`src/rtl/ledsuit_pkg.sv`:
```
// ---------------------------------------------------------------------------
// ledsuit_pkg
// Shared definitions for the LED frame path: the frame scheduler state
// encoding, default geometry constants and a small width helper.
// ---------------------------------------------------------------------------
package ledsuit_pkg;

  // Frame scheduler states.
  //   ST_EMPTY  : nothing displayable yet, waiting for the first full frame
  //   ST_STREAM : channels are being served from the front buffer
  //   ST_DRAIN  : every channel is done, waiting for the last read to return
  //   ST_SWAP   : one-cycle frame boundary (buffer swap / pass restart)
  typedef enum logic [1:0] {
    ST_EMPTY  = 2'd0,
    ST_STREAM = 2'd1,
    ST_DRAIN  = 2'd2,
    ST_SWAP   = 2'd3
  } sched_state_t;

  localparam int DEFAULT_NUM_CHANNELS  = 4;
  localparam int DEFAULT_CHANNEL_BYTES = 32;
  localparam int DEFAULT_DATA_WIDTH    = 8;

  // Width of an index into n items; never narrower than one bit.
  function automatic int index_width(input int n);
    return (n > 1) ? $clog2(n) : 1;
  endfunction

endpackage

```
`src/rtl/bram.sv`:
```
// ---------------------------------------------------------------------------
// bram
// Simple dual-port block RAM: one synchronous write port, one synchronous
// read port with a single cycle of read latency.
//
// Ports:
//   clk    in   clock
//   wen    in   write enable
//   waddr  in   write address
//   wdata  in   write data
//   ren    in   read enable; rdata updates on the following edge
//   raddr  in   read address
//   rdata  out  registered read data (holds when ren=0)
// ---------------------------------------------------------------------------
module bram #(
  parameter int MEMORY_SIZE   = 256,
  parameter int DATA_WIDTH    = 8,
  parameter int ADDRESS_WIDTH = $clog2(MEMORY_SIZE)
) (
  input  logic                     clk,
  input  logic                     wen,
  input  logic [ADDRESS_WIDTH-1:0] waddr,
  input  logic [DATA_WIDTH-1:0]    wdata,
  input  logic                     ren,
  input  logic [ADDRESS_WIDTH-1:0] raddr,
  output logic [DATA_WIDTH-1:0]    rdata
);

  logic [DATA_WIDTH-1:0] mem [MEMORY_SIZE];

  // NOTE: the storage array has no reset on purpose; resetting a RAM array
  // turns it into flops and frame contents are allowed to survive a reset.
  always_ff @(posedge clk) begin
    if (wen) mem[waddr] <= wdata;
    if (ren) rdata <= mem[raddr];
  end

endmodule

```
`src/rtl/rr_arbiter.sv`:
```
// ---------------------------------------------------------------------------
// rr_arbiter
// Round-robin arbiter. The search starts at a rotating pointer; after a
// granted cycle with advance=1 the pointer moves to one past the winner, so
// the most recent winner has lowest priority next time.
//
// Ports:
//   clk        in   clock
//   rst        in   synchronous active-high reset (pointer -> 0)
//   req        in   request vector
//   advance    in   commit this cycle's grant (move the pointer)
//   grant      out  one-hot grant (all zero when no request)
//   grant_idx  out  index of the granted requester (0 when none)
// ---------------------------------------------------------------------------
module rr_arbiter
  import ledsuit_pkg::*;
#(
  parameter  int N  = DEFAULT_NUM_CHANNELS,
  localparam int IW = index_width(N)
) (
  input  logic          clk,
  input  logic          rst,
  input  logic [N-1:0]  req,
  input  logic          advance,
  output logic [N-1:0]  grant,
  output logic [IW-1:0] grant_idx
);

  logic [IW-1:0] ptr;
  logic          found;
  int            cand;

  // NOTE: every variable written here gets a default first, so no path
  // leaves one unassigned and no latch is inferred.
  always_comb begin
    grant     = '0;
    grant_idx = '0;
    found     = 1'b0;
    cand      = 0;
    for (int i = 0; i < N; i++) begin
      cand = int'(ptr) + i;
      if (cand >= N) cand = cand - N;
      if (!found && req[cand]) begin
        found           = 1'b1;
        grant[cand]     = 1'b1;
        grant_idx       = IW'(cand);
      end
    end
  end

  always_ff @(posedge clk) begin
    if (rst) begin
      ptr <= '0;
    end else if (advance && found) begin
      ptr <= (grant_idx == IW'(N - 1)) ? '0 : grant_idx + 1'b1;
    end
  end

endmodule

```
`src/rtl/led_frame_scheduler.sv`:
```
// ---------------------------------------------------------------------------
// led_frame_scheduler
// Ping-pong frame buffer controller for the LED output path. One bram holds
// two frames: the host fills the back half while the strip drivers stream
// their slices of the front half through a shared, round-robin arbitrated
// read port. Halves swap only between passes; with no new frame ready the
// front frame is replayed.
//
// Ports:
//   clk          in   system clock
//   rst          in   synchronous active-high reset
//   host_valid   in   host byte valid
//   host_ready   out  host byte accepted when host_valid && host_ready
//   host_data    in   pixel byte
//   host_last    in   final byte of a host frame
//   ch_req       in   per-channel "want next byte" level
//   ch_valid     out  one-hot single-cycle data return strobe
//   ch_data      out  shared return data, qualified by ch_valid
//   ch_last      out  returned byte is the channel's last of the frame
//   frame_start  out  single-cycle pulse in the first cycle of a pass
//   front_sel    out  half currently displayed (0: low, 1: high)
//   overflow     out  sticky: host sent more than a frame without host_last
// ---------------------------------------------------------------------------
module led_frame_scheduler
  import ledsuit_pkg::*;
#(
  parameter  int NUM_CHANNELS  = DEFAULT_NUM_CHANNELS,
  parameter  int CHANNEL_BYTES = DEFAULT_CHANNEL_BYTES,
  parameter  int DATA_WIDTH    = DEFAULT_DATA_WIDTH,
  localparam int FRAME_BYTES   = NUM_CHANNELS * CHANNEL_BYTES,
  localparam int ADDRESS_WIDTH = $clog2(2 * FRAME_BYTES)
) (
  input  logic                    clk,
  input  logic                    rst,
  input  logic                    host_valid,
  output logic                    host_ready,
  input  logic [DATA_WIDTH-1:0]   host_data,
  input  logic                    host_last,
  input  logic [NUM_CHANNELS-1:0] ch_req,
  output logic [NUM_CHANNELS-1:0] ch_valid,
  output logic [DATA_WIDTH-1:0]   ch_data,
  output logic                    ch_last,
  output logic                    frame_start,
  output logic                    front_sel,
  output logic                    overflow
);

  localparam int CH_W  = index_width(NUM_CHANNELS);
  localparam int CNT_W = $clog2(CHANNEL_BYTES + 1);
  localparam int PTR_W = $clog2(FRAME_BYTES + 1);

  localparam logic [CNT_W-1:0]         CNT_LAST  = CNT_W'(CHANNEL_BYTES - 1);
  localparam logic [PTR_W-1:0]         PTR_FULL  = PTR_W'(FRAME_BYTES);
  localparam logic [ADDRESS_WIDTH-1:0] HALF_BASE = ADDRESS_WIDTH'(FRAME_BYTES);

  sched_state_t state;

  // Host side
  logic [PTR_W-1:0] wr_ptr;
  logic             back_complete;
  logic             host_accept;
  logic             host_room;

  // Read side
  logic [CNT_W-1:0]        cnt [NUM_CHANNELS];
  logic [NUM_CHANNELS-1:0] pending;
  logic [NUM_CHANNELS-1:0] done;
  logic [NUM_CHANNELS-1:0] arb_req;
  logic [NUM_CHANNELS-1:0] grant;
  logic [CH_W-1:0]         grant_idx;
  logic                    granted;
  logic [CNT_W-1:0]        grant_cnt;
  logic                    grant_is_last;

  // BRAM ports
  logic                     wen;
  logic [ADDRESS_WIDTH-1:0] waddr;
  logic                     ren;
  logic [ADDRESS_WIDTH-1:0] raddr;

  // ------------------------------------------------------------------------
  // Host write path. Bytes always land in the half that is not displayed.
  // Once the write pointer reaches the end of the half, further bytes are
  // swallowed (not written) so they can never wrap into the front frame.
  // ------------------------------------------------------------------------
  assign host_ready  = (state != ST_SWAP) && !back_complete;
  assign host_accept = host_valid && host_ready;
  assign host_room   = (wr_ptr != PTR_FULL);
  assign wen         = host_accept && host_room && !rst;
  assign waddr       = (front_sel ? '0 : HALF_BASE) + ADDRESS_WIDTH'(wr_ptr);

  // ------------------------------------------------------------------------
  // Read arbitration. A channel with a read in flight is held off for one
  // cycle, which caps each channel at one byte every two cycles while the
  // port as a whole can still return a byte every cycle.
  // ------------------------------------------------------------------------
  assign arb_req = (state == ST_STREAM) ? (ch_req & ~pending & ~done) : '0;

  rr_arbiter #(
    .N (NUM_CHANNELS)
  ) u_arbiter (
    .clk       (clk),
    .rst       (rst),
    .req       (arb_req),
    .advance   (state == ST_STREAM),
    .grant     (grant),
    .grant_idx (grant_idx)
  );

  assign granted       = |grant;
  assign grant_cnt     = cnt[grant_idx];
  assign grant_is_last = (grant_cnt == CNT_LAST);

  assign ren   = granted;
  assign raddr = (front_sel ? HALF_BASE : '0)
               + ADDRESS_WIDTH'(int'(grant_idx) * CHANNEL_BYTES)
               + ADDRESS_WIDTH'(grant_cnt);

  bram #(
    .MEMORY_SIZE   (2 * FRAME_BYTES),
    .DATA_WIDTH    (DATA_WIDTH),
    .ADDRESS_WIDTH (ADDRESS_WIDTH)
  ) u_bram (
    .clk   (clk),
    .wen   (wen),
    .waddr (waddr),
    .wdata (host_data),
    .ren   (ren),
    .raddr (raddr),
    .rdata (ch_data)
  );

  // ------------------------------------------------------------------------
  // Control state, counters and registered strobes.
  // ------------------------------------------------------------------------
  // NOTE: all state here uses non-blocking assignments so every register
  // samples the pre-edge values; later assignments in the block (the SWAP
  // clears) deliberately override earlier ones in the same cycle.
  always_ff @(posedge clk) begin
    if (rst) begin
      state         <= ST_EMPTY;
      front_sel     <= 1'b0;
      wr_ptr        <= '0;
      back_complete <= 1'b0;
      overflow      <= 1'b0;
      pending       <= '0;
      done          <= '0;
      for (int c = 0; c < NUM_CHANNELS; c++) cnt[c] <= '0;
      ch_valid      <= '0;
      ch_last       <= 1'b0;
      frame_start   <= 1'b0;
    end else begin
      // Data returns one cycle after the grant, together with bram rdata.
      ch_valid    <= grant;
      ch_last     <= granted && grant_is_last;
      frame_start <= (state == ST_SWAP);

      // A read is pending from its grant until its ch_valid cycle ends.
      pending <= (pending & ~ch_valid) | grant;

      if (granted) begin
        cnt[grant_idx] <= grant_cnt + 1'b1;
        if (grant_is_last) done[grant_idx] <= 1'b1;
      end

      if (host_accept) begin
        if (host_room)       wr_ptr   <= wr_ptr + 1'b1;
        else if (!host_last) overflow <= 1'b1;
        if (host_last)       back_complete <= 1'b1;
      end

      case (state)
        ST_EMPTY:  if (back_complete) state <= ST_SWAP;
        ST_STREAM: if (&done)         state <= ST_DRAIN;
        ST_DRAIN:  if (pending == '0) state <= ST_SWAP;
        ST_SWAP: begin
          // host_ready is low here, so no host update competes with these.
          if (back_complete) begin
            front_sel     <= ~front_sel;
            back_complete <= 1'b0;
            wr_ptr        <= '0;
          end
          pending <= '0;
          done    <= '0;
          for (int c = 0; c < NUM_CHANNELS; c++) cnt[c] <= '0;
          state   <= ST_STREAM;
        end
        default: state <= ST_EMPTY;
      endcase
    end
  end

endmodule

```
`config.mk`:
```
export PLATFORM = sky130hd
export DESIGN_NAME = led_frame_scheduler
export DESIGN_NICKNAME = d
export VERILOG_FILES = /design/src/rtl/ledsuit_pkg.sv /design/src/rtl/bram.sv /design/src/rtl/rr_arbiter.sv /design/src/rtl/led_frame_scheduler.sv
export SDC_FILE = /design/constraint.sdc
export NUM_CORES = 2
export LEC_CHECK = 0
export CAP_MARGIN = 20
export CELL_PAD_IN_SITES_DETAIL_PLACEMENT = 1
export CELL_PAD_IN_SITES_GLOBAL_PLACEMENT = 1
export CORE_UTILIZATION = 34
export CTS_CLUSTER_SIZE = 28
export DETAILED_ROUTE_END_ITERATION = 10
export HOLD_SLACK_MARGIN = 0.08
export PLACE_DENSITY_LB_ADDON = 0.1
export SYNTH_ARGS = -nofsm -noshare
export SYNTH_HDL_FRONTEND = slang
export SYNTH_SLANG_ARGS = --single-unit
```
`constraint.sdc`:
```
create_clock -name clk -period 5.1 [get_ports clk]
set_input_delay 1.02 -clock clk [delete_from_list [all_inputs] [get_ports clk]]
set_output_delay 1.02 -clock clk [all_outputs]
set_load 0.005 [all_outputs]
```
---- After elaboration in Yosys (flattened, before gate mapping) ----
Memories as Yosys holds them, arrays and structs flattened. A register that Yosys moved wholly into a read port is not among the register bits.
Cells that the tools add are included.
Widths: inputs -> output; s select.
operators by class
  divide/modulo/power cells ............... 0
  reduce and logical (&&, ||, !) cells .... 29
  shifts and indexed selects .............. 0
  equal/unequal tests ..................... 10
  mux-type cells .......................... 71
  $mul .................................... 0
  bitwise operators ....................... 18
  order comparisons ....................... 14
  $add $sub $neg .......................... 13
operators by type and width
  kind                   number
  $ge 32x1->1 const B    4
  $lt 32x4->1 const B    4
  $mux 32                4
  $ge 32x4->1 const B    3
  $sub 32x4->32 const B  3
  $mux 8                 6
  $mux 1                 32
  $mux 6                 5
  $mux 4                 5
  $or 4x4->4             5
  $mux 2                 9
  $logic_and 1x1->1      14
  $and 4x4->4            3
  $not 4->4              3
  $demux 1 s2            5
  $add 8x1->8 const B    1
  $add 8x6->8            1
  $add 8x7->8            1
  $add 8x8->8            1
  $bmux 1 s2             4
  $ne 2x2->1 const B     4
  $ne 8x8->1 const B     1
  $pmux 2 s4             1
  $add 2x2->3 const B    2
  other kinds (21)       34
storage, ports and cells
  bits in registers ....................... 29
  bits in latches ......................... 0
  input bits .............................. 16
  logic and storage cells ................. 168
  memories ................................ 2
  ROM bits ................................ 0
  RAM bits ................................ 2,072
memories
  memory      depth  width  read ports  clocked after memory_dff  wr ports  line                       RTL
  u_bram.mem  256    8      1           1                         1         bram.sv:29                 logic [DATA_WIDTH-1:0] mem [MEMORY_SIZE];
  cnt         4      6      1           0                         4         led_frame_scheduler.sv:65  logic [CNT_W-1:0] cnt [NUM_CHANNELS];

---- Depth between registers and ports, before layout ----
  depth after elaboration ................. 23
  depth in mapped cells ................... 22
  depth with buffers taken out ............ 16

---- Modules after synthesis ----
Synthesis repeated with hierarchy kept, for this count alone.
second synthesis, totals
  cells, all modules ...................... 4,009
  area, all modules ....................... 82,535.4 sq um
modules (own cells, without submodules)
  module               area each (sq um)  times used  sequential area each (sq um)  cells an instance
  bram                 79,636.4           1           61,739.2                      3,733
  led_frame_scheduler  2,362.3            1           1,261.2                       221
  rr_arbiter           536.8              1           40.0                          55

---- Least setup slack after synthesis ----
No wires, ideal clock.
  kind .................................... in2reg
  start ................................... in ch_req[2]
  end ..................................... reg u_bram.rdata[1], read port of u_bram.mem, data pin
  cell stages on the path ................. 18
  path buffers ............................ 4
  arrival ................................. 4.231 ns
  slack ................................... 0.605 ns
  data required time ...................... 4.836 ns
  cells stage by stage .................... or4bb_1 -> a21oi_4 -> nand3_1 -> o211a_1 -> buf_4 -> buf_6 -> nor2b_1 -> a211oi_1 -> a21oi_1 -> ha_1 -> clkbuf_1 -> a21oi_1 -> clkbuf_1 -> nand3_1 -> a32oi_1 -> a22oi_1 -> nand4_1 -> nand4_1
between the ends
  longest elaborated chain between the ends .. 18
  elaborated cells on any way between the ends .. 39
ends and longest elaborated chain
  element                                     line                        RTL
  start, declared                             led_frame_scheduler.sv:39   input logic [NUM_CHANNELS-1:0] ch_req,
  $and 4x4->4 * (2 in series)                 led_frame_scheduler.sv:97   assign arb_req = (state == ST_STREAM) ? (ch_req & ~pending & ~done) : '0;
  $mux 4 *                                    led_frame_scheduler.sv:97
  $bmux 1 s2                                  rr_arbiter.sv:43            if (!found && req[cand]) begin
  $mux 1 (implied by the code) (2 in series)  rr_arbiter.sv:43
  $mux 1                                      rr_arbiter.sv:43
  $logic_not 1->1                             rr_arbiter.sv:43
  $logic_and 1x1->1                           rr_arbiter.sv:43
  $mux 1                                      rr_arbiter.sv:43
  $logic_not 1->1                             rr_arbiter.sv:43
  $logic_and 1x1->1                           rr_arbiter.sv:43
  $mux 1                                      rr_arbiter.sv:43
  $logic_not 1->1                             rr_arbiter.sv:43
  $logic_and 1x1->1                           rr_arbiter.sv:43
  $mux 2                                      rr_arbiter.sv:43
  $add 8x7->8 or $mem_v2 4x6 (tied branches)  --
  $add 8x6->8                                 led_frame_scheduler.sv:117  + ADDRESS_WIDTH'(grant_cnt);
  end, declared                               bram.sv:26                  output logic [DATA_WIDTH-1:0] rdata
Mark *: on every way between the ends. The rest lies on a longest branch, timed or not. The select of a mux whose other input is x is not followed.
A chain may end at the register's enable or synchronous reset.

---- Final worst setup path ----
  start ................................... in ch_req[2]
  end ..................................... reg u_bram.rdata[0], read port of u_bram.mem, data pin
The elaborated chain is that of the path after synthesis.

==> summary.md <==
| Metric | Value |
|---|---|
| Outcome | complete, but fails checks |
| Failing checks | negative setup slack |
| Cell area after placement | 92,000 um2 |
| Setup Total Neg Slack | -0.0250 ns |
| Crit. End Element | flop |
| DRT Pass-1 Iters | 5 |
| Gate Count Post-Synth | 5,799 |
| Setup CP Type | primary input to flop |
| Via/cell ratio | between 5 and 6 |
| Pwr dens | ~650 nW/um2 |
| Syn_area_per_cell | 14.4 um2 |
| EDFF count, synth | between 2,000 and 2,500 |
| Via count | 51,100 |
| Syn_nets | 5,834 |
| DIE AREA | 248,000 um2 |
| Max Fanout on Critical Path | 16 |
| Port Buffers | 32 |
| Least-Margin Pin Slew | 1.16 ns |
| Pin count of the biggest net entering global routing | 108 |
| Drt wl/cell | 29.1 um |
| Most common cell after layout, fill and taps aside | edfxtp_1 |
| Synth async-reset ratio | 0% |
| Post-layout util | 40.8% |
| CORE AREA | approximately 240,000 um2 |
| DRC | 0 |
| Top FF cell, synth | edfxtp_1 |
| Htree depth | 4 |
| Die Y | between 400 and 500 um |
| Sequential share of the synthesized area | 75.3% |
| Yosys warnings | 0 |
| CTS tree | yes |
| Post-detail-place hpwl | 179,000 um |
| CTS Buf Count | 231 |
| Fmax | 195 MHz |
| HP Class | flop to flop |
| Leading area contributor after synthesis | edfxtp_1 |
| Final GP Congestion | 0.836 |
| Nets | ~6,300 |
| Period utilization | 100% |
| ANT nets after route | 0 |
| Fin crit period | a little over 5 ns |
| Total track usage | 22.4% |
| Clk pin slew, worst setup/hold paths | 0.06 ns |
| Leak | 33.5 nW |
| Pre-CTS WS | -1.24 ns |
| Total power | roughly 65 mW |
| Fill count | 24,600 |
| Fin area | between 90,000 and 100,000 um2 |
| First-pass GRT wire length | around 400,000 um |
| Clk buf depth | 3 |
| Most frequent cells in the layout | edfxtp_1, nand2_1, nand3_1 |
| Startpoint types | primary input |
| Final hold violation count | 0 |
| Post-synthesis cell area | 83,800 um2 |
| Vias in the first global route | 52,800 |
| WP data required | roughly 5.8 ns |
| Synth Register Bits | between 2,000 and 2,500 |
| Total global routing overflow | 0 |
| Post-Route WL | ~280,000 um |
| Synth area leaders | edfxtp_1, nand2_1, nand3_1 |
| Slew Limit Headroom | around 23% |
| Max-cap violations | 0 |
| Final setup vio count | 1 |
| Area Growth Syn to Fin | 19.0% |
| I/O pin count | 33 |
| Starting density of the core | 34.3% |
| Layout cells sized above 1 | 17.3% |
| Placed insts | 9,222 |
| Top-area cell type share of the netlist area | 74.6% |
| Pins Over Slew Limit | 0 |
| Worst endpoint data arrival time | 5.83 ns |
| Post-CTS Hold Buffers | 0 |
| Die X-Extent | 498 um |
| Sink Count | 2,109 |
| Worst hold margin | 0.481 ns |
| Row count | 181 |
| Clk_skew | 0.0583 ns |
| Initial antenna violation count | 15 |
| VDD IR-drop max | around 0.56 mV |
| Initial DRC count | 4,154 |
| Post-layout instance count excluding filler cells | 9,676 |
| Worst Slack Setup Final | -0.0250 ns |
| Clk Latency, worst-skew pair | 0.87 ns |
| CTS Root Cell | clkbuf_16 |
| Yosys cell types | 68 |
## synthesized netlist by cell type (all sizes together), types with 7 or more instances
library cell and n:
a21boi 10, a21oi 33, a22oi 65, a32oi 99, buf 211, clkbuf 154
dfxtp 29, edfxtp 2080, ha 19, inv 12, mux2i 108, mux4 150
nand2 1388, nand2b 8, nand3 915, nand4 95, nor2 323, nor2b 7
nor3 10, xor2 9
## cell type report
type	instances	area, um2	area share (%)
clock inverter	135	973	0.977
sequential	2109	63000	63.3
tap	3202	4010	4.02
timing repair buffer	610	6280	6.31
clock buffer	289	6090	6.11
multi-input combinational	3314	19200	19.2
antenna	5	12.5	0.0126
inverter	12	70.1	0.0703
## layer usage
layer  vias to the layer above  part of all wire [%]  global-route usage (%)
met1                     27000                    46                    31.5
met4                         2                   2.4                    5.57
met2                      1088                    48                    36.8
met5                         -                0.0046                       0
li1                      22700                     -                       -
met3                       317                   4.1                    2.95
## power by group
group	switching [mW]	total (mW)	internal (mW)
clock	7.02	15.9	8.85
combinational	18.1	29.3	11.2
sequential	0.165	19.4	19.2
## cell families (layout without fill, tap and decap cells)
logic type / after synthesis / in the layout / synth area share, %
AO/OA/AOI/OAI: 235 / 235 / 2.19
XOR/XNOR: 15 / 15 / 0.157
adder cells (fa/ha/maj): 19 / 19 / 0.284
buffers and inverters: 377 / 1046 / 2.25
flip-flops: 2109 / 2109 / 75.3
multiplexers: 263 / 264 / 5.45
other: 0 / 5 / 0
AND/OR/NAND/NOR: 2781 / 2781 / 14.4
## registers in the layout, summed over array words and instances, names as in the netlist
signal,flops
state,2
back_complete,1
cnt,24
ch_valid,4
front_sel,1
u_bram.rdata,8
wr_ptr,8
u_bram.mem,2048
pending,4
overflow,1
done,4
ch_last,1
u_arbiter.ptr,2
frame_start,1
## worst paths after layout
kind	from	end	slack (ns)	cells after the start
max	ch_req[2]	u_bram.rdata[0]	-0.03	22
min	overflow	overflow	0.48	2
max reg2reg	u_arbiter.ptr[0]	u_bram.rdata[0]	0.06	22
min reg2reg	overflow	overflow	0.48	2
## critical path: stages
cell and delay [ns]:
clkdlybuf4s50_1 0.53, or4bb_4 0.56, a21oi_4 0.17, buf_4 0.15
nand3_1 0.11, o211a_4 0.19, buf_6 0.17, mux2i_4 0.20
buf_12 0.14, mux2_8 0.36, buf_12 0.18, inv_8 0.09
buf_16 0.16, buf_12 0.16, buf_4 0.17, nand2_1 0.07
nand3_1 0.08, a32oi_1 0.09, buf_4 0.16, a22oi_2 0.31
nand4_1 0.45, nand4_1 0.25
## repair_timing
action | 4_1_cts | 5_1_grt
setup buffers | 4 | 16
setup endpoints to repair | 8 | 8
gates cloned | 1 | 4
pin swaps | 11 | 13
resized for setup | 15 | 44
Power figures use the tool's default switching activity.
